[src/rtl/alu_issue_stage.sv]
// alu_issue_stage: ID/EX issue register with operand forwarding and a load-use bubble.
// Define ALU_ISSUE_STATS_EN to add saturating hazard/flush/stall counters.
`ifndef WIDTH_ALUSEL
`define WIDTH_ALUSEL 4
`endif
module alu_issue_stage #(
  parameter int DATA_W = 32,
  parameter int REG_AW = 5,
  parameter int SEL_W  = `WIDTH_ALUSEL
) (
  input  logic              clk,
  input  logic              rst_n,
  input  logic              flush,
  input  logic              id_valid,
  output logic              id_ready,
  input  logic [SEL_W-1:0]  id_alusel,
  input  logic [DATA_W-1:0] id_rs_val,
  input  logic [DATA_W-1:0] id_rt_val,
  input  logic [REG_AW-1:0] id_rs_addr,
  input  logic [REG_AW-1:0] id_rt_addr,
  input  logic [4:0]        id_shamt,
  input  logic [DATA_W-1:0] id_imm,
  input  logic              id_srca_shamt,
  input  logic              id_srcb_imm,
  input  logic [REG_AW-1:0] id_dst,
  input  logic              id_reg_write,
  input  logic              id_mem_read,
  input  logic              f1_wr,
  input  logic              f2_wr,
  input  logic [REG_AW-1:0] f1_dst,
  input  logic [REG_AW-1:0] f2_dst,
  input  logic [DATA_W-1:0] f1_data,
  input  logic [DATA_W-1:0] f2_data,
  input  logic              ex_ready,
  output logic              ex_valid,
  output logic [SEL_W-1:0]  ex_alusel,
  output logic [DATA_W-1:0] ex_a,
  output logic [DATA_W-1:0] ex_b,
  output logic [REG_AW-1:0] ex_dst,
  output logic              ex_reg_write,
  output logic              ex_mem_read
`ifdef ALU_ISSUE_STATS_EN
  ,
  output logic [31:0]       stat_hz_cnt,
  output logic [31:0]       stat_flush_cnt,
  output logic [31:0]       stat_stall_cnt
`endif
);
  logic [DATA_W-1:0] rs_fwd, rt_fwd, a_nxt, b_nxt;
  logic hz, accept;
  always_comb begin
    rs_fwd = (id_rs_addr == '0) ? '0 :
             (f1_wr && f1_dst == id_rs_addr) ? f1_data :
             (f2_wr && f2_dst == id_rs_addr) ? f2_data : id_rs_val;
    rt_fwd = (id_rt_addr == '0) ? '0 :
             (f1_wr && f1_dst == id_rt_addr) ? f1_data :
             (f2_wr && f2_dst == id_rt_addr) ? f2_data : id_rt_val;
    a_nxt  = id_srca_shamt ? {{(DATA_W-5){1'b0}}, id_shamt} : rs_fwd;
    b_nxt  = id_srcb_imm ? id_imm : rt_fwd;
    // Non-load results in EX are covered by the f1 tap; only a load must stall.
    hz     = ex_valid && ex_mem_read && ex_dst != '0 &&
             ((!id_srca_shamt && id_rs_addr == ex_dst) || (!id_srcb_imm && id_rt_addr == ex_dst));
    id_ready = (!ex_valid || ex_ready) && !hz && !flush;
    accept   = id_valid && id_ready;
  end
  always_ff @(posedge clk or negedge rst_n) begin
    if (!rst_n) begin
      ex_valid     <= 1'b0;
      ex_alusel    <= '0;
      ex_a         <= '0;
      ex_b         <= '0;
      ex_dst       <= '0;
      ex_reg_write <= 1'b0;
      ex_mem_read  <= 1'b0;
    end else if (flush || (ex_valid && ex_ready && !accept)) begin
      ex_valid     <= 1'b0;
      ex_reg_write <= 1'b0;
      ex_mem_read  <= 1'b0;
    end else if (accept) begin
      ex_valid     <= 1'b1;
      ex_alusel    <= id_alusel;
      ex_a         <= a_nxt;
      ex_b         <= b_nxt;
      ex_dst       <= id_dst;
      ex_reg_write <= id_reg_write;
      ex_mem_read  <= id_mem_read;
    end
  end
`ifdef ALU_ISSUE_STATS_EN
  always_ff @(posedge clk or negedge rst_n) begin
    if (!rst_n) begin
      stat_hz_cnt    <= '0;
      stat_flush_cnt <= '0;
      stat_stall_cnt <= '0;
    end else begin
      if (hz && id_valid && ~&stat_hz_cnt) stat_hz_cnt <= stat_hz_cnt + 32'd1;
      if (flush && ex_valid && ~&stat_flush_cnt) stat_flush_cnt <= stat_flush_cnt + 32'd1;
      if (ex_valid && !ex_ready && ~&stat_stall_cnt) stat_stall_cnt <= stat_stall_cnt + 32'd1;
    end
  end
`endif
endmodule
[config.mk]
export PLATFORM = sky130hd
export DESIGN_NAME = alu_issue_stage
export DESIGN_NICKNAME = d
export VERILOG_FILES = /design/src/rtl/alu_issue_stage.sv
export SDC_FILE = /design/constraint.sdc
export NUM_CORES = 1
export LEC_CHECK = 0
export CORE_MARGIN = 2
export CORE_UTILIZATION = 45
export CTS_CLUSTER_SIZE = 24
export DETAILED_ROUTE_END_ITERATION = 10
export PLACE_DENSITY_LB_ADDON = 0.08
export SLEW_MARGIN = 25
export SYNTH_ARGS = -nofsm -noshare
export SYNTH_HDL_FRONTEND = slang
export SYNTH_SLANG_ARGS = --single-unit
[constraint.sdc]
create_clock -name clk -period 3.6 [get_ports clk]
set_input_delay 1.08 -clock clk [delete_from_list [all_inputs] [get_ports clk]]
set_output_delay 1.08 -clock clk [all_outputs]
set_load 0.005 [all_outputs]
==> metrics, run 1 <==
CTS Hold Bufs 0; Arr. time, crit path roughly 2.4 ns; Yosys Warn Count 0; setup TNS 0 ns; fillers slightly above 900; final routed DRC violation total 0; fraction of layout cells with a size suffix above 1 about 14%; dpl hpwl roughly 17 mm; Post-synth EDFFs 0; Routed WL between 20 and 25 mm; Starting DRT DRC Count around 720; Final nets approximately 1100; Net Count, Synth between 800 and 900; crit path max fanout 2; largest net degree at the start of global routing 77; H-Tree Depth 3; number of global-route vias before repair 6604; DR vias ~6600; core area between 0.01 and 0.015 mm²; Synth area leaders dfrtp_1 (33%), nand3_1 (5.6%), o31ai_2 (4.3%), a22o_1 (4.3%), nand3b_1 (4.2%); kind of critical path primary input to primary output; min Tclk post-route 3.52 ns; Peak VDD IR roughly 0.35 mV; WL per Instance roughly 22 µm; register area between 0.0015 and 0.002 mm²; Async SR Flop Fraction 100%; Top Ports approximately 280; Fin. Hold Viols 0; clk slew on worst S/H paths 0.06 ns; Pwr per Cell Area between 300 and 400 mW/mm²; Hold Path Class register to register; leading area contributor after synthesis dfrtp_1; Final ANT Viol Nets 0; initial antenna violation count 1; final hold slack between 0.5 and 0.6 ns; critical path capture point type primary output; maximum clock frequency around 0.28 GHz; Worst Clk Skew between 0.005 and 0.006 ns; DIE WIDTH between 100 and 150 µm; Synth Register Bits 76; die area approximately 0.014 mm²; Critical Path Start Type primary input; Die H roughly 120 µm; Post-synth top flop dfrtp_1; WHS Path Cells 1; Slew Limit Fails 0; CTS tree built; PortBufs between 200 and 300; area of the multi-input gates about 0.0036 mm²; total CTS buffers 9; Mean Syn Cell Area 9.14 µm²; Area Overhead vs Synth 59.5%; first-pass GRT wire length 35.0 mm; GRT Overall Usage 33.3%; Initial Utilization a little under half; final worst-path cycle share a little over nine tenths; # setup viols final 0; total power after layout 3.48 mW; GPL Wtd Cong slightly above 0.9; area share of the largest cell type after synthesis approximately a third; Mapped Cells 630; clock sinks 76; R2R setup slack roughly 1.1 ns; root buf cell clkbuf_16; # rows 41; Seq/Total Area, Yosys roughly 33%; max_cap viols 0; Data required, critical path between 2 and 3 ns; Worst Tran Pin Value 0.979 ns; worst reg-to-reg path cell count 8; RSZ-0062 raised after global routing false; clk buf depth 2; Rel. slew slack around a third; Netlist cell types 48; Syn Std Cell Area ~0.0058 mm²; drt pass-1 iters 7; grt total ovfl 0; static leakage ~3.6 nW; run status finished, final reports clean; Via density approximately 6; worst-skew pair later-pin latency 0.35 ns
where the power goes:
part / internal [mW] / leakage (nW) / switching [mW]
combinational: 0.809 / 2.48 / 0.563
sequential: 1.04 / 0.955 / 0.131
clock: 0.539 / 0.138 / 0.399
total: 2.39 / 3.58 / 1.09
Yosys cell counts (2+ instances only):
master / number
dfrtp_1: 76
nand3_1: 64
clkbuf_1: 46
and3_1: 37
nand2_1: 37
o21ai_0: 36
a31oi_1: 33
nor3_1: 33
nand3b_1: 32
a21boi_0: 30
a22o_1: 28
o221ai_1: 22
xnor2_1: 22
buf_2: 21
o31ai_2: 20
o221ai_2: 11
o31ai_4: 10
and2_1: 9
xor2_1: 8
mux2_2: 6
a221o_1: 5
nand4_1: 4
a21oi_1: 3
buf_6: 3
inv_1: 3
mux2_1: 3
o31ai_1: 3
a21boi_1: 2
nand2b_1: 2
nor2_1: 2
nor4_4: 2
worst max-delay path: stages:
cell and delay, ns:
dlygate4sd2_1 0.26, xnor2_1 0.16, nand4_1 0.18, o22ai_2 0.22, a31oi_1 0.12, o21ba_2 0.23, clkdlybuf4s15_1 0.20
metrics by stage:
stage	util [%]	std cells	area (µm²)	worst slack [ns]
floorplan	-	630	5760	0.687
global placement	70.2	1053	8830	-0.215
detailed placement	70.2	1053	8830	-0.347
CTS	72.8	1072	9150	0.00938
global route	73.0	1074	9180	0.0562
finish	73.0	1074	9180	0.0795
flip-flops by register name, indices dropped and copies added (netlist names):
signal        count
ex_reg_write      1
ex_dst            5
ex_a             32
ex_b             32
ex_mem_read       1
ex_valid          1
ex_alusel         4
metal layers:
| metal | share of wire (%) | wire length (µm) | up-vias | track usage [%] |
|---|---|---|---|---|
| met5 | 0 | 0 | - | 0 |
| met4 | 4.1 | 962 | 0 | 15.3 |
| met3 | 9.2 | 2150 | 73 | 8.19 |
| met2 | 48 | 11300 | 391 | 55.8 |
| met1 | 38 | 8980 | 3189 | 40.7 |
| li1 | - | - | 2951 | - |
cells in the final DEF (no fill, tap or decap), drive strengths merged, types with 5 or more instances in the layout:
master           n
xnor2           22
buf             48
o221ai          33
o31ai           33
clkbuf           9
a221o            5
o21ai           37
dlygate4sd2      7
a31oi           33
xor2             8
a22o            28
nand3b          32
nor3            33
nand3           64
mux2             9
a21boi          32
and3            37
and2             9
nand2           38
dfrtp           76
clkdlybuf4s50  269
cells by family (layout without fill, tap and decap cells):
logic type	Yosys count	after routing	synth area share, %
and+or+nand+nor	229	229	22.5
AOI/OAI and AO/OA	210	210	32.1
DFF	76	76	33.0
buffers and inverters	76	347	6.09
xor gates and xnor gates	30	30	4.56
muxes	9	9	1.76
other	0	1	0
what timing repair did:
action / 4_1_cts / 5_1_grt
pin swaps: 3 / 8
resized for setup: 11 / 6
setup buffers: 3 / 1
setup endpoints to repair: 1 / 1
worst paths after layout:
path / start / end
min in group asynchronous: rst_n / ex_b[14]
worst max-delay path: id_rt_addr[4] / id_ready
worst min register to register: ex_a[26] / ex_a[26]
worst min-delay path: ex_a[26] / ex_a[26]
worst max register to register: ex_dst[2] / ex_dst[2]
max in group asynchronous: rst_n / ex_dst[3]
final cells by class:
type / count / area share, %
repair buffers: 328 / 34.7
clock inverters: 7 / 0.818
multi-input cells: 478 / 38.8
flip-flops and latches: 76 / 20.7
inverters: 3 / 0.123
diodes: 1 / 0.0273
well taps: 172 / 2.34
clock buffers: 9 / 2.45
Note: power is estimated with default switching activity, not from simulation.
==> run 2: changes to the inputs <==
--- a/config.mk
+++ b/config.mk
@@ -10,7 +10,6 @@
 export CTS_CLUSTER_SIZE = 24
 export DETAILED_ROUTE_END_ITERATION = 10
 export PLACE_DENSITY_LB_ADDON = 0.08
-export SLEW_MARGIN = 25
 export SYNTH_ARGS = -nofsm -noshare
 export SYNTH_HDL_FRONTEND = slang
 export SYNTH_SLANG_ARGS = --single-unit
==> metrics, run 2 (synthesis results as in run 1) <==
run status finished, final reports clean (unchanged); crit path from id_rt_addr[4] (unchanged); Starting DRT DRC Count 727 (was 716); # setup viols final 0 (unchanged); static leakage 3.58 nW (about the same); final worst-path cycle share 97.8% (about the same); clock sinks 76 (unchanged); DR vias 6678 (was 6604); grt total ovfl 0 (unchanged); fin area 0.00918 mm² (about the same); area of the multi-input gates 0.00356 mm² (unchanged); Final ANT Viol Nets 0 (unchanged); Data required, critical path 2.52 ns (about the same); Fin. Hold Viols 0 (unchanged); critical path capture point type primary output (unchanged); Rel. slew slack 32.4% (was 34.6%); H-Tree Depth 3 (unchanged); Initial Utilization 45.8% (unchanged); Die H 117 µm (unchanged); slowest cell delay on critical path 0.26 ns (about the same); RSZ-0062 raised after global routing false (unchanged); first-pass GRT wire length 35.0 mm (unchanged); core area 0.0126 mm² (unchanged); Routed WL 23.4 mm (about the same); final worst setup slack 0.0794 ns (was 0.0795 ns); GRT Overall Usage 33.3% (unchanged); critical path depth 7 (unchanged); Arr. time, crit path 2.44 ns (about the same); PortBufs 281 (unchanged); # rows 41 (unchanged); GPL Wtd Cong 0.926 (unchanged); Top Ports 282 (unchanged); max_cap viols 0 (unchanged); leading cell type in the layout, fill and taps excluded clkdlybuf4s50_1 (unchanged); DIE WIDTH 117 µm (unchanged); clk slew on worst S/H paths 0.06 ns (about the same); Pwr per Cell Area 379 mW/mm² (about the same); total CTS buffers 9 (unchanged); dpl cell area 0.00883 mm² (unchanged); clk buf depth 2 (unchanged); setup TNS 0 ns (unchanged); Worst Clk Skew 0.00728 ns (was 0.00506 ns); Peak VDD IR 0.351 mV (was 0.353 mV); dpl hpwl 17.0 mm (unchanged); critical hold path startpoint ex_a[26] (unchanged); Final nets 1101 (unchanged); top flop regs ex_a: 32 flops, ex_b: 32 flops, ex_dst: 5 flops (unchanged); worst-skew pair later-pin latency 0.35 ns (about the same); root buf cell clkbuf_16 (unchanged); Hold Path Class register to register (unchanged); initial antenna violation count 1 (unchanged); minimum setup slack after placement -0.347 ns (unchanged); final hold slack 0.503 ns (about the same); register area 0.00190 mm² (unchanged); worst reg-to-reg path cell count 8 (unchanged); reg-to-reg endpoint ex_dst[2] (unchanged); most frequent cells in the layout clkdlybuf4s50_1 (269), dfrtp_1 (76), nand3_1 (64) (unchanged); final routed DRC violation total 0 (unchanged); WL per Instance 21.8 µm (was 21.7 µm); Worst Tran Pin Value 1.01 ns (was 0.979 ns); Util after Layout 73.0% (about the same); Area Overhead vs Synth 59.4% (was 59.5%); crit path buf inv count 2 (unchanged); CP endpoint id_ready (unchanged); Slew Limit Fails 0 (unchanged); min Tclk post-route 3.52 ns (about the same); kind of critical path primary input to primary output (unchanged); Reg-to-Reg Start ex_dst[2] (unchanged); R2R setup slack 1.15 ns (was 1.14 ns); fillers 919 (was 920); number of global-route vias before repair 6604 (unchanged); CTS Hold Bufs 0 (unchanged); CP cell instances dlygate4sd2_1, xnor2_1, nand4_1, o22ai_2, a31oi_1, o21ba_2, clkdlybuf4s15_1 (unchanged); maximum clock frequency 0.284 GHz (about the same); crit path max fanout 2 (unchanged); Via density 6.22 (was 6.15); die area 0.0137 mm² (unchanged); Worst path top cell family by delay compound AO/OA/AOI/OAI gates (unchanged); CTS tree built (unchanged); Critical Path Start Type primary input (unchanged); drt pass-1 iters 6 (was 7); fraction of layout cells with a size suffix above 1 14.0% (unchanged); largest net degree at the start of global routing 77 (unchanged); CP max stage cell dlygate4sd2_1 (unchanged)
run 2: layer usage:
| layer | vias to the layer above | part of all wire (%) | track usage, % |
|---|---|---|---|
| li1 | 2955 | - | - |
| met5 | - | 0 | 0 |
| met2 | 415 | 48 | 55.8 |
| met4 | 0 | 4.2 | 15.3 |
| met3 | 83 | 9.7 | 8.19 |
| met1 | 3225 | 38 | 40.7 |
run 2: metrics by stage:
stage	power [mW]	cells
global route	3.64	1074
floorplan	1.69	630
finish	3.48	1074
CTS	3.47	1072
detailed placement	2.52	1053
global placement	2.49	1053
run 2: final cells by class:
type,instances,share of cell area [%]
Multi-Input combinational cell,478,38.8
Inverter,3,0.123
Timing Repair Buffer,328,34.7
Sequential cell,76,20.7
Tap cell,172,2.35
Clock buffer,9,2.45
Clock inverter,7,0.818
Antenna cell,1,0.0273
run 2: worst min-delay path by stage:
stage                           to  cells past startpoint  slack [ns]
after detailed placement  ex_a[26]                      1        0.49
final                     ex_a[26]                      1        0.50
after CTS                  ex_a[9]                      1        0.51
after global placement     ex_a[9]                      1        0.49
after floorplan           ex_a[24]                      1        0.50
after global routing       ex_a[9]                      1        0.52
run 2: power by group:
part | switching, mW | total (mW) | internal (mW)
Clock | 0.402 | 0.942 | 0.539
Combinational | 0.563 | 1.37 | 0.808
Sequential | 0.131 | 1.17 | 1.04
run 2: repair_timing:
action | in CTS | in global routing
resized for setup | 11 | 6
pin swaps | 3 | 8
cloned | 0 | 0
hold endpoints to repair | 0 | 0
setup buffers | 3 | 1
endpoints found under the setup margin | 1 | 1
==> run 3: changes to the inputs <==
--- a/config.mk
+++ b/config.mk
@@ -7,7 +7,6 @@
 export LEC_CHECK = 0
 export CORE_MARGIN = 2
 export CORE_UTILIZATION = 45
-export CTS_CLUSTER_SIZE = 24
 export DETAILED_ROUTE_END_ITERATION = 10
 export PLACE_DENSITY_LB_ADDON = 0.08
 export SYNTH_ARGS = -nofsm -noshare
==> results of run 3 <==
Final layout, timing and power as in run 2 (identical DEF).
